### src/rtl/seq_pkg.sv
// ============================================================================
// Module      : seq_pkg
// Description : Shared constants, state encoding and grid helpers for the
//               step-sequencer playback/edit engine.
// Revision    : 1.0 - initial release
// ============================================================================
`default_nettype none

package seq_pkg;

    // Direction request bit positions
    localparam int DIR_RIGHT = 0;
    localparam int DIR_LEFT  = 1;
    localparam int DIR_UP    = 2;
    localparam int DIR_DOWN  = 3;

    // Grid geometry
    localparam int NUM_TRACKS = 4;
    localparam int NUM_STEPS  = 16;

    // Tempo denominator: sixteenth notes at 50 MHz when BPM is in beats/min
    localparam int unsigned STEP_DEN_DEFAULT = 750_000_000;

    typedef enum logic [0:0] {
        ST_EDIT = 1'b0,
        ST_PLAY = 1'b1
    } state_t;

    // Gather one column of the grid; bit r of the result is track r
    function automatic logic [NUM_TRACKS-1:0] column_bits(
        input logic [NUM_TRACKS*NUM_STEPS-1:0] pattern,
        input logic [3:0]                      col
    );
        logic [NUM_TRACKS-1:0] bits;
        for (int r = 0; r < NUM_TRACKS; r++) begin
            bits[r] = pattern[{2'(r), col}];
        end
        return bits;
    endfunction

endpackage

`default_nettype wire

### src/rtl/tempo_accum.sv
// ============================================================================
// Module      : tempo_accum
// Description : BPM phase accumulator. Adds BPM every cycle and emits a
//               one-cycle step_tick each time the sum reaches STEP_DEN.
// Revision    : 1.0 - initial release
// ============================================================================
`default_nettype none

module tempo_accum
    import seq_pkg::*;
#(
    parameter int unsigned STEP_DEN = STEP_DEN_DEFAULT
) (
    input  logic       CLOCK_50,
    input  logic       nReset,
    input  logic       i_clear,
    input  logic [9:0] i_bpm,
    output logic       o_step_tick
);

    localparam logic [31:0] c_den = 32'(STEP_DEN);

    logic [30:0] r_acc;
    logic [31:0] w_sum;
    logic        w_wrap;

    // One spare bit so acc+BPM never overflows before the compare
    assign w_sum       = {1'b0, r_acc} + {22'd0, i_bpm};
    assign w_wrap      = (w_sum >= c_den);
    assign o_step_tick = w_wrap & ~i_clear;

    // Phase accumulator, held at zero while cleared
    always_ff @(posedge CLOCK_50 or negedge nReset) begin
        if (!nReset) begin
            r_acc <= '0;
        end else if (i_clear) begin
            r_acc <= '0;
        end else if (w_wrap) begin
            r_acc <= 31'(w_sum - c_den);
        end else begin
            r_acc <= w_sum[30:0];
        end
    end

endmodule

`default_nettype wire

### src/rtl/seq_core.sv
// ============================================================================
// Module      : seq_core
// Description : Step-sequencer playback and edit engine. Edits a 4x16 grid
//               with a cursor in EDIT, plays it back with per-track trigger
//               pulses at the programmed tempo in PLAY.
// Options     : SEQ_METRONOME_EN adds a Click output on steps 0/4/8/12.
// Revision    : 1.0 - initial release
// ============================================================================
`default_nettype none

module seq_core
    import seq_pkg::*;
#(
    parameter int unsigned STEP_DEN = STEP_DEN_DEFAULT
) (
    input  logic        CLOCK_50,
    input  logic        nReset,
    input  logic [9:0]  BPM,
    input  logic [6:0]  Loops,
    input  logic [3:0]  Direction,
    input  logic        Command,
    input  logic        Start,
    output logic        play_en,
    output logic [3:0]  Trigger,
    output logic [3:0]  play_step,
    output logic [1:0]  cursor_row,
    output logic [3:0]  cursor_col,
`ifdef SEQ_METRONOME_EN
    output logic        Click,
`endif
    output logic [63:0] Pattern
);

    state_t      r_state, w_state_n;
    logic [3:0]  r_dir_q, r_dir_edge;
    logic        r_cmd_q, r_cmd_edge;
    logic        r_start_q, r_start_edge;
    logic [1:0]  r_cursor_row, w_row_n;
    logic [3:0]  r_cursor_col, w_col_n;
    logic [63:0] r_pattern, w_pattern_n;
    logic [3:0]  r_play_step, w_step_n;
    logic [6:0]  r_loops_left, w_loops_n;
    logic [3:0]  r_trigger;
    logic        w_enter;
    logic        w_step_tick;
    logic [5:0]  w_cell;

    tempo_accum #(
        .STEP_DEN    (STEP_DEN)
    ) u_tempo (
        .CLOCK_50    (CLOCK_50),
        .nReset      (nReset),
        .i_clear     (r_state == ST_EDIT),
        .i_bpm       (BPM),
        .o_step_tick (w_step_tick)
    );

    assign w_cell = {r_cursor_row, r_cursor_col};

    // Register each request input and latch its 0->1 transition as a pulse
    always_ff @(posedge CLOCK_50 or negedge nReset) begin
        if (!nReset) begin
            r_dir_q      <= '0;
            r_dir_edge   <= '0;
            r_cmd_q      <= 1'b0;
            r_cmd_edge   <= 1'b0;
            r_start_q    <= 1'b0;
            r_start_edge <= 1'b0;
        end else begin
            r_dir_q      <= Direction;
            r_dir_edge   <= Direction & ~r_dir_q;
            r_cmd_q      <= Command;
            r_cmd_edge   <= Command & ~r_cmd_q;
            r_start_q    <= Start;
            r_start_edge <= Start & ~r_start_q;
        end
    end

    // Next-state logic: cursor/grid edits in EDIT, step sequencing in PLAY
    always_comb begin
        w_state_n   = r_state;
        w_row_n     = r_cursor_row;
        w_col_n     = r_cursor_col;
        w_pattern_n = r_pattern;
        w_step_n    = r_play_step;
        w_loops_n   = r_loops_left;
        w_enter     = 1'b0;
        case (r_state)
            ST_EDIT: begin
                if (r_start_edge) begin
                    w_state_n = ST_PLAY;
                    w_step_n  = 4'd0;
                    w_loops_n = (Loops == 7'd0) ? 7'd1 : Loops;
                    w_enter   = 1'b1;
                end else begin
                    // Toggle uses the cursor position before any move
                    if (r_cmd_edge) begin
                        w_pattern_n = r_pattern ^ (64'd1 << w_cell);
                    end
                    if (r_dir_edge[DIR_RIGHT]) begin
                        w_col_n = r_cursor_col + 4'd1;
                    end else if (r_dir_edge[DIR_LEFT]) begin
                        w_col_n = r_cursor_col - 4'd1;
                    end else if (r_dir_edge[DIR_UP]) begin
                        w_row_n = r_cursor_row - 2'd1;
                    end else if (r_dir_edge[DIR_DOWN]) begin
                        w_row_n = r_cursor_row + 2'd1;
                    end
                end
            end
            ST_PLAY: begin
                if (!Start) begin
                    w_state_n = ST_EDIT;
                    w_step_n  = 4'd0;
                end else if (w_step_tick) begin
                    if (r_play_step != 4'(NUM_STEPS - 1)) begin
                        w_step_n = r_play_step + 4'd1;
                        w_enter  = 1'b1;
                    end else if (r_loops_left > 7'd1) begin
                        w_step_n  = 4'd0;
                        w_loops_n = r_loops_left - 7'd1;
                        w_enter   = 1'b1;
                    end else begin
                        w_state_n = ST_EDIT;
                        w_step_n  = 4'd0;
                    end
                end
            end
            default: w_state_n = ST_EDIT;
        endcase
    end

    // Architectural state and the registered trigger pulse
    always_ff @(posedge CLOCK_50 or negedge nReset) begin
        if (!nReset) begin
            r_state      <= ST_EDIT;
            r_cursor_row <= '0;
            r_cursor_col <= '0;
            r_pattern    <= '0;
            r_play_step  <= '0;
            r_loops_left <= '0;
            r_trigger    <= '0;
        end else begin
            r_state      <= w_state_n;
            r_cursor_row <= w_row_n;
            r_cursor_col <= w_col_n;
            r_pattern    <= w_pattern_n;
            r_play_step  <= w_step_n;
            r_loops_left <= w_loops_n;
            r_trigger    <= w_enter ? column_bits(r_pattern, w_step_n) : 4'd0;
        end
    end

`ifdef SEQ_METRONOME_EN
    logic r_click;

    // Metronome accent on every fourth step entry, independent of the grid
    always_ff @(posedge CLOCK_50 or negedge nReset) begin
        if (!nReset) begin
            r_click <= 1'b0;
        end else begin
            r_click <= w_enter && (w_step_n[1:0] == 2'b00);
        end
    end

    assign Click = r_click;
`endif

    assign play_en    = (r_state == ST_PLAY);
    assign Trigger    = r_trigger;
    assign play_step  = r_play_step;
    assign cursor_row = r_cursor_row;
    assign cursor_col = r_cursor_col;
    assign Pattern    = r_pattern;

endmodule

`default_nettype wire

### config.mk
export PLATFORM = sky130hd
export DESIGN_NAME = seq_core
export DESIGN_NICKNAME = d
export VERILOG_FILES = /design/src/rtl/seq_pkg.sv /design/src/rtl/tempo_accum.sv /design/src/rtl/seq_core.sv
export SDC_FILE = /design/constraint.sdc
export NUM_CORES = 1
export LEC_CHECK = 0
export BUFFER_PORTS_ARGS = -buffer_cell sky130_fd_sc_hd__clkbuf_2
export CAP_MARGIN = 20
export CORE_MARGIN = 8
export CORE_UTILIZATION = 63
export DETAILED_ROUTE_END_ITERATION = 8
export GPL_ROUTABILITY_DRIVEN = 0
export MAX_ROUTING_LAYER = met4
export PLACE_DENSITY = 0.91
export RECOVER_POWER = 25
export SLEW_MARGIN = 20
export SYNTH_ARGS = -nofsm -noshare
export SYNTH_HDL_FRONTEND = slang
export SYNTH_SLANG_ARGS = --single-unit
### constraint.sdc
create_clock -name CLOCK_50 -period 11.2 [get_ports CLOCK_50]
set_clock_uncertainty 0.2 [all_clocks]
set_input_delay 1.12 -clock CLOCK_50 [delete_from_list [all_inputs] [get_ports CLOCK_50]]
set_output_delay 1.12 -clock CLOCK_50 [all_outputs]
set_load 0.05 [all_outputs]
==> results of run 1 <==
[cells in the mapped netlist, types with 7 or more instances]
cell      instances  area (um^2)
a21oi_1          32          160
and2_1           28          175
and3_1           19          119
buf_6             7         78.8
clkbuf_1         29          109
dfrtp_1         129         3230
ha_1             16          200
inv_1            12         45.0
mux2_2            9          101
mux2i_1          53          531
nand2_1          78          293
nand2b_1         12         75.1
nand3_1          34          170
nand4_1          12         75.1
nor2_1           78          293
nor2b_1          18          113
nor3_1           19         95.1
o21ai_0          30          150
o22ai_1           7         43.8
or3_1            10         62.6
xnor2_1          61          534
xor2_1           46          403
[stage by stage]
| step | worst slack (ns) | hold slack, ns | power [mW] | util, % |
|---|---|---|---|---|
| global route | 4.48 | 0.219 | 2.46 | 74.1 |
| detailed placement | 4.40 | 0.192 | 1.74 | 68.9 |
| global placement | 4.64 | 0.180 | 1.71 | 68.9 |
| floorplan | 5.59 | 0.178 | 1.48 | - |
| CTS | 4.73 | 0.205 | 2.34 | 74.1 |
| finish | 4.78 | 0.204 | 2.36 | 74.1 |
[power breakdown]
| part | internal [mW] | switching (mW) |
|---|---|---|
| sequential | 0.589 | 0.192 |
| clock | 0.368 | 0.218 |
| combinational | 0.300 | 0.694 |
| total | 1.26 | 1.10 |
[registers in the layout, summed over array words and instances, names as in the netlist]
name           count
r_cmd_edge         1
r_dir_q            4
cursor_row         2
Trigger            4
cursor_col         4
play_en            1
r_dir_edge         4
r_start_q          1
Pattern           64
r_cmd_q            1
r_loops_left       7
r_start_edge       1
u_tempo.r_acc     31
play_step          4
[final timing paths]
kind                                            start                          end
min in group asynchronous                      nReset       Pattern[9]$_DFFE_PN0P_
max                                            BPM[7]         Trigger[2]$_DFF_PN0_
min                              r_dir_q[2]$_DFF_PN0_      r_dir_edge[2]$_DFF_PN0_
min reg2reg                      r_dir_q[2]$_DFF_PN0_      r_dir_edge[2]$_DFF_PN0_
max reg2reg                u_tempo.r_acc[7]$_DFF_PN0_         Trigger[2]$_DFF_PN0_
max in group asynchronous                      nReset  r_loops_left[0]$_DFFE_PN0P_
[cells by family (layout without fill, tap and decap cells)]
| group | after synthesis | in the layout | share of synthesized area [%] |
|---|---|---|---|
| fa+ha+maj | 18 | 18 | 3.09 |
| buf+inv | 56 | 151 | 3.54 |
| flops | 129 | 129 | 41.5 |
| compound gates | 118 | 118 | 10.3 |
| xor+xnor | 108 | 108 | 12.3 |
| simple gates | 328 | 328 | 21.0 |
| mux | 63 | 63 | 8.32 |
[metal layers]
layer  track usage (%)  up-vias
li1                  -     3012
met1              34.8     3286
met2              41.6      450
met3              6.41       80
met4              12.2        0
met5                 -        -
[area by class of cell]
type | count | area, um^2
well taps | 147 | 184
repair buffers | 108 | 548
clock inverters | 11 | 154
flip-flops and latches | 129 | 3230
fillers | 778 | 3110
inverters | 12 | 45.0
clock buffers | 20 | 467
multi-input cells | 635 | 4280
[layout by cell type, fill, tap and decap left out, types with 27 or more instances in the layout]
master	count
nand2_1	78
xor2_1	46
dfrtp_1	129
clkbuf_2	99
nand3_1	34
nor2_1	78
mux2i_1	53
xnor2_1	61
and2_1	27
o21ai_0	30
a21oi_1	32
==> flow_metrics.py, run 1 <==
metrics = {
    "status": {
        "status": "complete, but fails checks",
        "violations": "max-capacitance violations, max-slew violations",
    },
    "min_path": {
        "holdPathStages": 1,
        "holdCritPathClass": "register to register",
    },
    "clocking": {
        "hold_buffers": 0,
        "htreeDepth": 4,
        "clk_pin_slew_worst_paths_ns": 0.06,
        "cts_tree": "yes",
        "cts_root_buf": "clkbuf_16",
        "cts_buffers": 17,
        "cts_resized": 0,
        "post-cts-setup-buffer-count": 0,
        "clock_latency_ns": 0.43,
        "clock_path_buffers": 2,
        "cts_num_sinks": 129,
    },
    "die": {
        "fp.dieH_um": 127,
        "io_pins": 104,
        "start_util_pct": 64.7,
        "core_area_mm2": 0.0120,
        "num_rows": 40,
        "die_width_um": 127,
        "dieArea_mm2": 0.0161,
    },
    "flow_run": {
        "maxCapViolCount": 2,
    },
    "sta": {
        "fin_crit_sh_pct": 57.3,
        "maxSlewViolCount": 125,
        "fmax_mhz": 156,
        "slew-limit-headroom_pct": -171,
        "rsz0062_at_grt": "no",
        "setup_tns_ns": 0,
        "worstMarginPinSlew_ns": 4.07,
        "hold_viol_final": 0,
        "finalSetupViolCount": 0,
        "fin_crit_ns": 6.42,
    },
    "synth": {
        "syn-num-nets": 863,
        "ys_ff_latch": 129,
        "synth-warning-count": 0,
        "syn_area_mm2": 0.00777,
        "synth_cell_types": 64,
        "syn_inst": 820,
        "avgSynthCellArea_um2": 9.48,
        "yosysSeqAreaShare_pct": 41.5,
        "synth_async_sr_flop_share_pct": 100,
        "synth_edf_count": 0,
        "synthFlopType": "dfrtp_1",
    },
    "routing": {
        "drt-initial-drc-count": 874,
        "wl_per_cell_um": 20.3,
        "viasPerCell": 6.43,
        "remaining_drc_errors": 0,
        "drt-met1-wl_mm": 8.81,
        "highest_layer": "met4",
        "antenna_left": 0,
        "vias": 6828,
        "dr_wl_met2_mm": 10.1,
        "drtPass1Iterations": 5,
        "wirelength_mm": 21.6,
        "wl_met3_mm": 1.86,
    },
    "critical_path": {
        "crit_family": "compound AO/OA/AOI/OAI gates",
        "cp.depth": 15,
        "rr_worst_depth": 14,
        "arrival_ns": 6.54,
        "critical_path.cell_chain": "clkbuf_2 -> ha_1 -> nand4_1 -> nor3_1 -> o21ai_0 -> a21oi_1 -> xnor2_1 -> a211oi_1 -> o311ai_2 -> and2_4 -> o41a_2 -> mux2i_1 -> mux2i_1 -> mux2_2 -> a22o_1",
        "cp_common_cell": "mux2i_1",
        "critical_path.endpoint_type": "register",
        "critPathSlowestCell": "o41a_2",
        "crit_buf_inv": 1,
        "cpPeakStageDelay_ns": 0.87,
        "startpoint_type": "input pin",
        "cp_max_fo": 33,
        "crit_type": "input pin to register",
        "cp_data_required_time_ns": 11.32,
        "r2r_slack_ns": 5.17,
    },
    "pwr": {
        "powerDensity_mw_per_mm2": 265,
        "p_leak_nw": 4.48,
        "vdd_drop_max_mv": 0.225,
    },
    "placement": {
        "dpl.hpwl_mm": 13.9,
        "port_buffers": 103,
        "dp.cells": 1030,
        "placed_cell_area_mm2": 0.00828,
    },
    "global_routing": {
        "overflow": 0,
        "antenna_found_initial": 0,
        "grt.total_usage_pct": 27.5,
        "grt_pass1_wl_mm": 34.8,
        "grt_max_degree": 77,
        "grt_pass1_vias": 6699,
    },
    "layout": {
        "fin_nets": 946,
        "stdcell_area_mm2": 0.00890,
        "drive_gt1_share_pct": 17.5,
        "antenna-diode-count": 0,
        "area_growth_pct": 14.5,
        "fin_cells": 1062,
    },
}
Note: power is estimated with default switching activity, not from simulation.
==> run 2: changes to the inputs <==
- CORE_UTILIZATION: 63 -> 53
- PLACE_DENSITY: 0.91 -> 0.82
- clock period: 11.2 -> 5.2 ns (I/O delays scaled with it)
==> run 2 against run 1 <==
The flow still finishes with violations (max-capacitance violations, max-slew violations). Power up 110%. Routed wire length decreased by 3.4%. Sequential share of layout area is 1.1 points lower. Combinational power is 110% higher. Critical path type is now register to register.
==> flow_metrics.py, run 2 (synthesized netlist as in run 1, its figures left out) <==
metrics = {
    "status": {
        "status": "complete, but fails checks",
        "violations": "max-capacitance violations, max-slew violations",
    },
    "sta": {
        "worstMarginPinSlew_ns": 2.28,
        "hold_viol_final": 0,
        "slew-limit-headroom_pct": -52.2,
        "maxSlewViolCount": 41,
        "finalSetupViolCount": 0,
        "hold_slack_ns": 0.0178,
        "rsz0062_at_grt": "no",
        "fin_crit_sh_pct": 94.9,
        "fin_crit_ns": 4.94,
        "fmax_mhz": 203,
    },
    "layout": {
        "final_common_cell": "dfrtp_1",
        "drive_gt1_share_pct": 17.4,
        "seq_area_mm2": 0.00323,
        "layout.cells.most_common_list": "dfrtp_1, nor2_1, nand2_1, clkbuf_2, xnor2_1",
        "largest_reg_flops": 64,
        "fin_cells": 1132,
        "area_growth_pct": 18.0,
        "fin_nets": 979,
        "multi_input_area_mm2": 0.00430,
        "fill_cells": 1185,
        "antenna-diode-count": 0,
    },
    "routing": {
        "viasPerCell": 5.92,
        "drtPass1Iterations": 5,
        "wl_per_cell_um": 18.4,
        "wirelength_mm": 20.9,
        "remaining_drc_errors": 0,
        "vias": 6699,
        "antenna_left": 0,
        "drt-initial-drc-count": 483,
    },
    "min_path": {
        "holdCritPathClass": "input pin to register",
    },
    "global_routing": {
        "antenna_found_initial": 0,
        "grt.total_usage_pct": 22.9,
        "grt_pass1_wl_mm": 33.1,
        "grt_max_degree": 49,
        "grt_pass1_vias": 6731,
        "overflow": 0,
    },
    "clocking": {
        "cts_buffers": 17,
        "cts_num_sinks": 129,
        "cts_root_buf": "clkbuf_16",
        "clk_pin_slew_worst_paths_ns": 0.06,
        "clock_latency_ns": 0.43,
        "htreeDepth": 4,
        "cts_tree": "yes",
        "clock_path_buffers": 2,
    },
    "critical_path": {
        "cp_max_fo": 9,
        "critical_path.endpoint_type": "register",
        "cp_data_required_time_ns": 5.32,
        "arrival_ns": 5.05,
        "crit_type": "register to register",
        "startpoint_type": "register",
    },
    "placement": {
        "dpl.hpwl_mm": 14.6,
        "port_buffers": 103,
        "dp.cells": 1094,
    },
    "pwr": {
        "vdd_drop_max_mv": 0.561,
        "p_leak_nw": 4.52,
        "powerDensity_mw_per_mm2": 536,
    },
    "die": {
        "start_util_pct": 53.9,
        "die_width_um": 137,
        "num_rows": 44,
        "io_pins": 104,
        "fp.dieH_um": 137,
        "core_area_mm2": 0.0144,
        "dieArea_mm2": 0.0188,
    },
    "flow_run": {
        "maxCapViolCount": 1,
    },
}
-- run 2: cell types whose count changed in the layout (fill, tap and decap cells not counted), moves of 3 or more --
cell       before  now
bufinv_16       3    0
clkbuf_2       99   67
buf_4           3   32
clkbuf_1        5   36
-- run 2: metrics by stage --
step | worst slack, ns | utilization (%) | instance area [um^2] | TNS (ns) | power, mW
detailed placement | -0.141 | 59.3 | 8550 | -0.521 | 3.79
finish | 0.263 | 63.6 | 9170 | 0 | 4.92
floorplan | 0.191 | - | 7770 | 0 | 3.18
global placement | 0.0354 | 59.3 | 8550 | 0 | 3.73
global route | 0.00705 | 63.6 | 9170 | 0 | 5.14
CTS | 0.0884 | 63.2 | 9110 | 0 | 4.91
-- run 2: layout make-up --
| class | count | share of cell area (%) |
|---|---|---|
| clock inverters | 11 | 0.873 |
| clock buffers | 20 | 5.09 |
| inverters | 12 | 0.491 |
| well taps | 184 | 2.51 |
| multi-input cells | 635 | 46.9 |
| repair buffers | 141 | 8.96 |
| flip-flops and latches | 129 | 35.2 |
-- run 2: timing repair --
item,4_1_cts,5_1_grt
hold endpoints to repair,38,0
resized for setup,0,5
buffers inserted,0,3
setup endpoints to repair,0,4
hold buffers,1,0
-- run 2: power breakdown --
part / switching [mW] / internal, mW / leakage [nW]
registers: 0.441 / 1.27 / 1.73
clock network: 0.459 / 0.645 / 0.261
logic: 1.43 / 0.673 / 2.53
total: 2.33 / 2.59 / 4.52
-- run 2: worst paths after layout --
check | from | end | depth (start not counted) | slack [ns]
setup / recovery | u_tempo.r_acc[0]$_DFF_PN0_ | Trigger[0]$_DFF_PN0_ | 19 | 0.26
hold / removal | Command | r_cmd_q$_DFF_PN0_ | 1 | 0.02
setup reg to reg | u_tempo.r_acc[0]$_DFF_PN0_ | Trigger[0]$_DFF_PN0_ | 19 | 0.26
hold reg to reg | r_start_q$_DFF_PN0_ | r_start_edge$_DFF_PN0_ | 1 | 0.20
max in group asynchronous | nReset | Pattern[8]$_DFFE_PN0P_ | 3 | 2.09
min in group asynchronous | nReset | u_tempo.r_acc[0]$_DFF_PN0_ | 2 | 1.11
-- run 2: layer usage --
| layer | vias up | routed length (um) | global-route usage [%] |
|---|---|---|---|
| met5 | - | 0 | - |
| met4 | 0 | 625 | 9.96 |
| met3 | 58 | 1500 | 5.14 |
| met2 | 323 | 9980 | 35.0 |
| met1 | 3240 | 8780 | 28.6 |
| li1 | 3078 | - | - |
-- run 2: worst max-delay path, stage by stage (launching register included) --
cell	delay [ns]
dfrtp_1	0.36
ha_2	0.19
fa_2	0.36
a21o_1	0.21
a221o_2	0.43
a22oi_2	0.30
buf_4	0.18
xnor2_1	0.13
nor2b_1	0.09
and3_4	0.20
a2111oi_4	0.42
o311ai_2	0.13
buf_4	0.18
a32oi_2	0.19
o41a_4	0.25
buf_12	0.16
mux2i_1	0.22
mux2i_1	0.11
mux2_2	0.27
a22o_1	0.22
